==> src/rtl/aes_inv_round_ctrl.sv <==
// Iterative AES decryption sequencer: owns the 128-bit state, does the initial
// AddRoundKey, then walks the shared inverse-round datapath for NR cycles.
module aes_inv_round_ctrl #(
    parameter int unsigned NR = 10
) (
    input  logic         clk,
    input  logic         rst_n,
    input  logic         flush,
    input  logic         in_valid,
    output logic         in_ready,
    input  logic [127:0] in_data,
    output logic [3:0]   key_idx,
    input  logic [127:0] round_key,
    output logic [127:0] dp_state,
    output logic         dp_last,
    input  logic [127:0] dp_result,
    output logic         out_valid,
    input  logic         out_ready,
    output logic [127:0] out_data,
    output logic         busy
);

    localparam int unsigned DW = 128;
    localparam int unsigned KW = 4;

    typedef enum logic [1:0] {
        IDLE  = 2'd0,
        ROUND = 2'd1,
        DONE  = 2'd2
    } fsm_t;

    fsm_t          fsm_q, fsm_d;
    logic [DW-1:0] state_q, state_d;
    logic [KW-1:0] round_q, round_d;

    // State register
    always_ff @(posedge clk or negedge rst_n) begin
        if (!rst_n) begin
            fsm_q   <= IDLE;
            state_q <= '0;
            round_q <= '0;
        end else begin
            fsm_q   <= fsm_d;
            state_q <= state_d;
            round_q <= round_d;
        end
    end

    // Next-state logic; flush overrides every transition
    always_comb begin
        fsm_d   = fsm_q;
        state_d = state_q;
        round_d = round_q;
        if (flush) begin
            fsm_d   = IDLE;
            state_d = '0;
            round_d = '0;
        end else begin
            case (fsm_q)
                IDLE: begin
                    if (in_valid) begin
                        fsm_d   = ROUND;
                        state_d = in_data ^ round_key;
                        round_d = KW'(NR - 1);
                    end
                end
                ROUND: begin
                    state_d = dp_result;
                    if (round_q == '0) begin
                        fsm_d = DONE;
                    end else begin
                        round_d = round_q - KW'(1);
                    end
                end
                DONE: begin
                    if (out_ready) begin
                        fsm_d = IDLE;
                    end
                end
                default: begin
                    fsm_d = IDLE;
                end
            endcase
        end
    end

    // Outputs; key_idx parks at NR so the key schedule always sees a legal index
    always_comb begin
        in_ready  = (fsm_q == IDLE) && !flush;
        key_idx   = KW'(NR);
        dp_state  = state_q;
        dp_last   = 1'b0;
        out_valid = 1'b0;
        out_data  = '0;
        busy      = (fsm_q == ROUND) || (fsm_q == DONE);
        if (fsm_q == ROUND) begin
            key_idx = round_q;
            dp_last = (round_q == '0);
        end
        if (fsm_q == DONE) begin
            out_valid = 1'b1;
            out_data  = state_q;
        end
    end

endmodule
==> config.mk <==
export PLATFORM = sky130hd
export DESIGN_NAME = aes_inv_round_ctrl
export DESIGN_NICKNAME = d
export VERILOG_FILES = /design/src/rtl/aes_inv_round_ctrl.sv
export SDC_FILE = /design/constraint.sdc
export NUM_CORES = 1
export LEC_CHECK = 0
export CAP_MARGIN = 20
export CELL_PAD_IN_SITES_DETAIL_PLACEMENT = 0
export CELL_PAD_IN_SITES_GLOBAL_PLACEMENT = 1
export CORE_AREA = 3 3 255 257
export DETAILED_ROUTE_END_ITERATION = 8
export DIE_AREA = 0 0 258 260
export HOLD_SLACK_MARGIN = 0.06
export PLACE_DENSITY_LB_ADDON = 0.1
export SETUP_SLACK_MARGIN = 0.4
export SLEW_MARGIN = 20
export SYNTH_ARGS = -nofsm -noshare
export SYNTH_HDL_FRONTEND = slang
export SYNTH_SLANG_ARGS = --single-unit
==> constraint.sdc <==
create_clock -name clk -period 2 [get_ports clk]
set_input_delay 0.4 -clock clk [delete_from_list [all_inputs] [get_ports clk]]
set_output_delay 0.4 -clock clk [all_outputs]
set_load 0.005 [all_outputs]
## Yosys cells after proc, flatten, opt, wreduce, memory -nomap -nowiden

Cells that the tools add are included.

| storage, ports and cells | value |
|---|---|
| bits in registers | 134 |
| input bits | 389 |
| output and inout bits | 264 |
| word-level logic and storage cells | 36 |

| cells by class | value |
|---|---|
| add/sub/neg operators | 1 |
| equality and inequality tests | 6 |
| mux-type cells | 16 |
| bitwise gates (word level) | 1 |
| reductions and logical operators | 9 |

Operator list:

| cell | count |
|---|---|
| 2-to-1 mux 128 bit | 3 |
| one-hot mux 128 bit (2 select lines) | 1 |
| XOR 128 bit | 1 |
| 2-to-1 mux 4 bit | 4 |
| inequality test 3 bit, second input constant | 3 |
| 2-to-1 mux 2 bit | 4 |
| one-hot mux 4 bit (2 select lines) | 1 |
| one-hot mux 2 bit (3 select lines) | 1 |
| AND reduction 3 bit | 2 |
| logical NOT 4 bit | 1 |
| subtractor 4 x 1 -> 4 bit, second input constant | 1 |
| inequality test 3 x 2 -> 1 bit, second input constant | 1 |
| nonzero test 3 bit | 1 |
| == test 2 x 1 -> 1 bit, second input constant | 1 |
| == test 2 bit, second input constant | 1 |
| logical NOT 2 bit | 1 |
| 2-to-1 mux 1 bit | 2 |
| AND reduction 2 bit | 1 |
| logical AND 1 bit | 1 |
| logical NOT 1 bit | 1 |
| logical OR 1 bit | 1 |

## Longest topological paths before layout

Gate-level depths: netlist of run 1.

| logic depth | value |
|---|---|
| depth after elaboration | 4 |
| depth in mapped cells | 8 |
| mapped depth without buffers | 6 |

## Worst setup path before layout of run 1

Ideal clock, no wire load.

| timing | value |
|---|---|
| path type | reg2out |
| start | reg fsm_q[1] |
| end | out key_idx[2] |
| data arrival time | 1.328 ns |
| data required time | 1.600 ns |
| slack | 0.272 ns |
| stages on the path, launching flop included | 7 |
| buffers on the path | 3 |
| path through | dfrtp_1 > inv_1 > ha_1 > buf_2 > buf_2 > buf_2 > and2_1 |

| on the way | value |
|---|---|
| word-level cells in the longest chain between the ends | 2 |

RTL lines:

| element | RTL line | RTL |
|---|---|---|
| from (decl) | 32 | `fsm_t fsm_q, fsm_d;` |
| from (signal assigned) | 43 | `fsm_q <= fsm_d;` |
| == test 2 x 1 -> 1 bit | 96 | `if (fsm_q == ROUND) begin` |
| 2-to-1 mux 4 bit | 96 |  |
| to (decl) | 12 | `output logic [3:0] key_idx,` |

Every way passes these cells.

## Final worst setup path of run 1

| timing | value |
|---|---|
| start | reg fsm_q[1] |
| end | out out_data[103] |

| on the way | value |
|---|---|
| word-level cells in the longest chain between the ends | 2 |

RTL lines:

| element | RTL line | RTL |
|---|---|---|
| == test 2 bit | 100 | `if (fsm_q == DONE) begin` |
| 2-to-1 mux 128 bit | 100 |  |
| to (decl) | 19 | `output logic [127:0] out_data,` |

Every way passes these cells.

==> results.json, run 1 <==
{
  "routed_wl_microns": 54700,
  "area_growth_syn_to_layout_pct": 121,
  "slew_violations": 0,
  "wl_per_cell_microns": 20.8,
  "netlist_area_sq_um": 8480,
  "drt-pass1-iter-count": 4,
  "setup_tns_ns": -33.36,
  "core_region_area_sq_um": 63000,
  "initial_core_util": 0.135,
  "max_freq_mhz": 405,
  "h-tree-depth": 4,
  "port_buffers": 652,
  "outcome": "finished, violations left",
  "cts.sinks": 134,
  "holdCritPathClass": "primary input to asynchronous set/reset pin",
  "clock_latency_ns": 0.48,
  "vdd_drop_max_v": 0.000634,
  "syn_nets": 1414,
  "setup_viol_count_final": 134,
  "yosysWarnings": 0,
  "syn_area_per_cell_sq_um": 8.32,
  "final_nets": 2155,
  "crit_arrival_ns": 2.07,
  "p_per_area_nw_per_um2": 1070,
  "grt_util_all_layers": 0.148,
  "ys_types": 33,
  "rrSetupSlack_ns": 0,
  "cp_max_fo": 4,
  "met1_usage": 0.165,
  "std_cell_rows": 92,
  "grt_overflow": 0,
  "worst_pin_slew_ns": 0.559,
  "worstReg2RegEnd": "fsm_q[0]",
  "leakage_nw": 7.71,
  "setup_ws_ns": -0.466,
  "violations": "setup timing",
  "routed-via-count": 9937,
  "path_clk_slew_ns": 0.06,
  "pre_cts_ws_ns": -0.0974,
  "grt_max_degree": 99,
  "layout-drive-gt1-share": 0.279,
  "place_area_sq_um": 16400,
  "startpoint_type": "flip-flop",
  "ant_nets": 0,
  "period_needed_ns": 2.47,
  "power_mw": 20.0,
  "max_slew_margin": 0.626,
  "ios": 653,
  "initialDrtViolationCount": 406,
  "chipWidth_microns": 258,
  "rsz0062_at_grt": "yes",
  "dp_hpwl_microns": 38700,
  "gp_congestion": 0.784,
  "dieArea_sq_um": 67100,
  "timing.final.crit_share": 1.23,
  "grt_pass1_vias": 10200,
  "r2r_start": "fsm_q[1]",
  "critPathKind": "flip-flop to output port",
  "stdcell_area_sq_um": 18700,
  "rr_worst_depth": 9,
  "clockRootBuffer": "clkbuf_16",
  "chipHeight_microns": 260,
  "grt_pass1_wl_microns": 71800,
  "synthCells": 1020,
  "cts_tree": "done",
  "final_hold_viol_count": 0,
  "viasPerCell": 3.79,
  "cts.path.max_buffers": 2,
  "seq_area_frac_synth": 0.395,
  "drv_cap": 0,
  "whs_ns": 0.464,
  "grtUsageMet3": 0.0529,
  "skew_ns": 0.0182,
  "cp-end-kind": "output port",
  "cp_data_required_time_ns": 1.60,
  "numCtsBuffers": 17,
  "drc_errors": 0,
  "grt_busiest_layer": "met2",
  "antenna_found_initial": 9,
  "synth-seq-cells": 134,
  "critPathLaunch": "fsm_q[1]",
  "use_met2": 0.266
}
cell type report:
class                      count  area, sq um
multi-input combinational    808         5070
clock inverter                 8         72.6
inverter                       6         22.5
timing repair buffer         794         8640
fill                        6730        44200
clock buffer                  24          492
tap                          846         1060
sequential                   134         3350
antenna                        4         10.0
cell usage in the layout, fill, tap and decap left out, drive strengths merged, types with 4 or more instances in the layout:
cell	count
clkdlybuf4s50	516
buf	249
dfrtp	134
nor2	133
a21oi	132
nand2	131
o21ai	131
and2	129
xnor2	128
clkbuf	46
inv	6
ha	5
diode	4
clkinv	4
worst max-delay path by stage:
stage | endpoint | slack [ns]
CTS | out_data[109] | -0.58
detailed placement | in_ready | -0.1
global placement | dp_state[59] | -0.08
floorplan | out_data[0] | 0.36
global route | out_data[103] | -0.54
finish | out_data[103] | -0.47
critical path, cell delays in order, from the launching register on:
cell and delay, ns:
dfrtp_1 0.43, ha_4 0.21, buf_12 0.15, buf_12 0.12, buf_16 0.12, buf_12 0.11, buf_6 0.11, buf_6 0.11
and2_4 0.13, buf_6 0.10
repair_timing:
item | 4_1_cts | 5_1_grt
cloned | 11 | 14
gates resized for setup | 439 | 328
hold buffers | 1 | 0
pin swaps | 2 | 4
endpoints found under the setup margin | 398 | 397
buffers inserted | 25 | 32
endpoints found under the hold margin | 32 | 0
per-stage QoR:
| step | cells | utilization |
|---|---|---|
| CTS | 2574 | 0.280 |
| global placement | 2505 | 0.261 |
| global route | 2621 | 0.297 |
| finish | 2624 | 0.297 |
| floorplan | 1020 | - |
| detailed placement | 2505 | 0.261 |
kinds of logic after synthesis:
kind of cell,share of synthesized area
AO/OA/AOI/OAI,0.192
AND/OR/NAND/NOR,0.222
flip-flops,0.395
multiplexers,0.00280
buffers and inverters,0.0494
XOR/XNOR,0.132
adder cells (fa/ha/maj),0.00737
synthesized netlist by cell type:
cell	number	area, sq um
dfrtp_1	134	3350
nor2_1	133	499
a21oi_1	132	661
nand2_1	131	492
and2_1	129	807
xnor2_1	128	1120
o21ai_2	70	613
o21ai_1	50	250
clkbuf_1	32	120
buf_2	17	85.1
buf_6	13	146
o21ai_0	11	55.1
buf_1	8	30.0
inv_1	6	22.5
ha_1	5	62.6
buf_4	2	15.0
nor2b_1	2	12.5
or4_1	2	15.0
a211oi_1	1	7.51
a221oi_1	1	8.76
a221oi_2	1	15.0
a31oi_1	1	6.26
and2b_1	1	7.51
mux2i_1	1	10.0
mux2i_2	1	13.8
nand2b_1	1	6.26
nand3_1	1	5.00
nor3b_1	1	7.51
nor4_1	1	6.26
o41ai_1	1	8.76
or2_1	1	6.26
or3_1	1	6.26
or3b_1	1	8.76
where the power goes:
part | total (mW) | internal (mW) | switching, mW
clock | 3.15 | 1.83 | 1.32
combinational | 12.0 | 6.72 | 5.30
sequential | 4.86 | 3.68 | 1.18
total | 20.0 | 12.2 | 7.80
registers in the layout (all words and copies together), names as in the netlist:
signal / count
dp_state: 128
round_q: 4
fsm_q: 2
per-layer routing:
layer / wire [microns] / up-vias / share of wire
met2: 27800 / 385 / 0.51
li1: - / 4821 / -
met3: 4350 / 45 / 0.080
met5: 69 / - / 0.0013
met1: 21800 / 4676 / 0.40
met4: 757 / 10 / 0.014
No activity file was read; power rests on OpenSTA's default activity.
==> run 2: changes to the inputs <==
- CORE_AREA: 3 3 255 257 -> 3 3 252 254
- DIE_AREA: 0 0 258 260 -> 0 0 255 257
- HOLD_SLACK_MARGIN: 0.06 -> 0.02
- clock period: 2 -> 2.9 ns (I/O delays scaled with it)
==> results.json, run 2 (synthesis results as in run 1) <==
{
  "outcome": "completed",
  "port_buffers": 652,
  "setup_viol_count_final": 0,
  "chipHeight_microns": 257,
  "timing.final.crit_share": 0.930,
  "max_slew_margin": 0.493,
  "drc_errors": 0,
  "area_growth_syn_to_layout_pct": 102,
  "cp-end-kind": "output port",
  "grt_pass1_vias": 9812,
  "layout-drive-gt1-share": 0.146,
  "drv_cap": 0,
  "final_common_cell": "clkdlybuf4s50_1",
  "antenna_found_initial": 13,
  "cp_max_fo": 38,
  "setup_tns_ns": 0,
  "rsz0062_at_grt": "yes",
  "core_region_area_sq_um": 61500,
  "ant_nets": 0,
  "initial_core_util": 0.138,
  "final_hold_viol_count": 0,
  "worst_pin_slew_ns": 0.760,
  "cts.path.max_buffers": 2,
  "numCtsBuffers": 17,
  "holdCritPathClass": "primary input to asynchronous set/reset pin",
  "power_mw": 12.1,
  "routed_wl_microns": 48400,
  "vdd_drop_max_v": 0.000393,
  "fin_util": 0.278,
  "routed-via-count": 9406,
  "final_nets": 2068,
  "setup_ws_ns": 0.203,
  "period_needed_ns": 2.70,
  "grt_max_degree": 140,
  "postCtsHoldBufs": 0,
  "viasPerCell": 3.79,
  "grt_pass1_wl_microns": 67900,
  "cp_data_required_time_ns": 2.32,
  "crit_arrival_ns": 2.12,
  "h-tree-depth": 4,
  "cts_tree": "done",
  "ios": 653,
  "dp_hpwl_microns": 37200,
  "leakage_nw": 7.01,
  "wl_per_cell_microns": 19.5,
  "grt_overflow": 0,
  "clock_latency_ns": 0.47,
  "dieArea_sq_um": 65500,
  "std_cell_rows": 91,
  "p_per_area_nw_per_um2": 710,
  "skew_ns": 0.00673,
  "max_freq_mhz": 371,
  "critPathKind": "flip-flop to output port",
  "initialDrtViolationCount": 199,
  "slew_violations": 0,
  "path_clk_slew_ns": 0.06,
  "clockRootBuffer": "clkbuf_16",
  "whs_ns": 0.0996,
  "pre_cts_ws_ns": 0.474,
  "startpoint_type": "flip-flop",
  "final_cell_mix": "clkdlybuf4s50_1 (571), dfrtp_1 (134), nor2_1 (132), a21oi_1 (132), nand2_1 (131)",
  "gp_congestion": 0.743,
  "drt-pass1-iter-count": 4,
  "cts.sinks": 134,
  "chipWidth_microns": 255,
  "largest_reg_flops": 128,
  "grt_util_all_layers": 0.145
}
[run 2: cell count changes in the layout (fill, tap and decap cells not counted), sizes merged]
cell / before / now
bufinv: 1 / 4
dlymetal6s2s: 1 / 12
clkinvlp: 3 / 2
clkdlybuf4s15: 1 / 4
clkinv: 4 / 5
buf: 249 / 87
dlygate4sd2: 3 / 11
dlygate4sd3: 1 / 0
clkbuf: 46 / 41
inv: 6 / 7
diode: 4 / 5
clkdlybuf4s50: 516 / 571
[run 2: final timing paths]
kind                       depth (start not counted)  slack [ns]            end          from
min in group clk                                   2        0.50   dp_state[47]  dp_state[47]
hold reg to reg                                    2        0.50   dp_state[47]  dp_state[47]
setup / recovery                                   6        0.20  out_data[126]      fsm_q[0]
hold / removal                                     1         0.1   dp_state[83]         rst_n
max in group asynchronous                          2        2.15   dp_state[67]         rst_n
setup reg to reg                                   9        0.53  dp_state[126]      fsm_q[1]
[run 2: cell type report]
type                            count  area (sq um)
Antenna cell                        5          12.5
Inverter                            6          22.5
Clock inverter                     12           176
Fill cell                        6662         44400
Multi-Input combinational cell    808          4820
Tap cell                          790           988
Sequential cell                   134          3350
Timing Repair Buffer              707          7280
Clock buffer                       20           447
[run 2: where the power goes]
part | internal, mW | switching (mW) | total (mW)
clock network | 1.46 | 0.930 | 2.39
logic | 3.45 | 3.03 | 6.48
registers | 2.54 | 0.733 | 3.27
total | 7.45 | 4.69 | 12.1
[run 2: repair_timing]
| item | CTS | global route |
|---|---|---|
| endpoints found under the setup margin | 136 | 126 |
| gates resized for setup | 195 | 103 |
| pin swaps | 2 | 0 |
| cloned | 8 | 1 |
| buffers inserted | 16 | 9 |
| endpoints found under the hold margin | 0 | 0 |
[run 2: worst max-delay path, cell delays in order (launching register included)]
cell and delay [ns]:
dfrtp_1 0.39, inv_2 0.08, ha_4 0.16, buf_12 0.13, buf_16 0.16, and2_1 0.17
clkdlybuf4s50_1 0.50
[run 2: routing by layer]
metal  track usage  vias up  wire, microns
li1              -     4652              -
met1         0.149     4344          17900
met2         0.267      345          25500
met3        0.0557       51           4030
met4        0.0451       14            850
met5             0        -             93
[run 2: metrics by stage]
stage	std cells	area, sq um
after global routing	2480	17100
final	2482	17100
after global placement	2411	15900
after detailed placement	2411	15900
after CTS	2467	17000
after floorplan	1020	8480
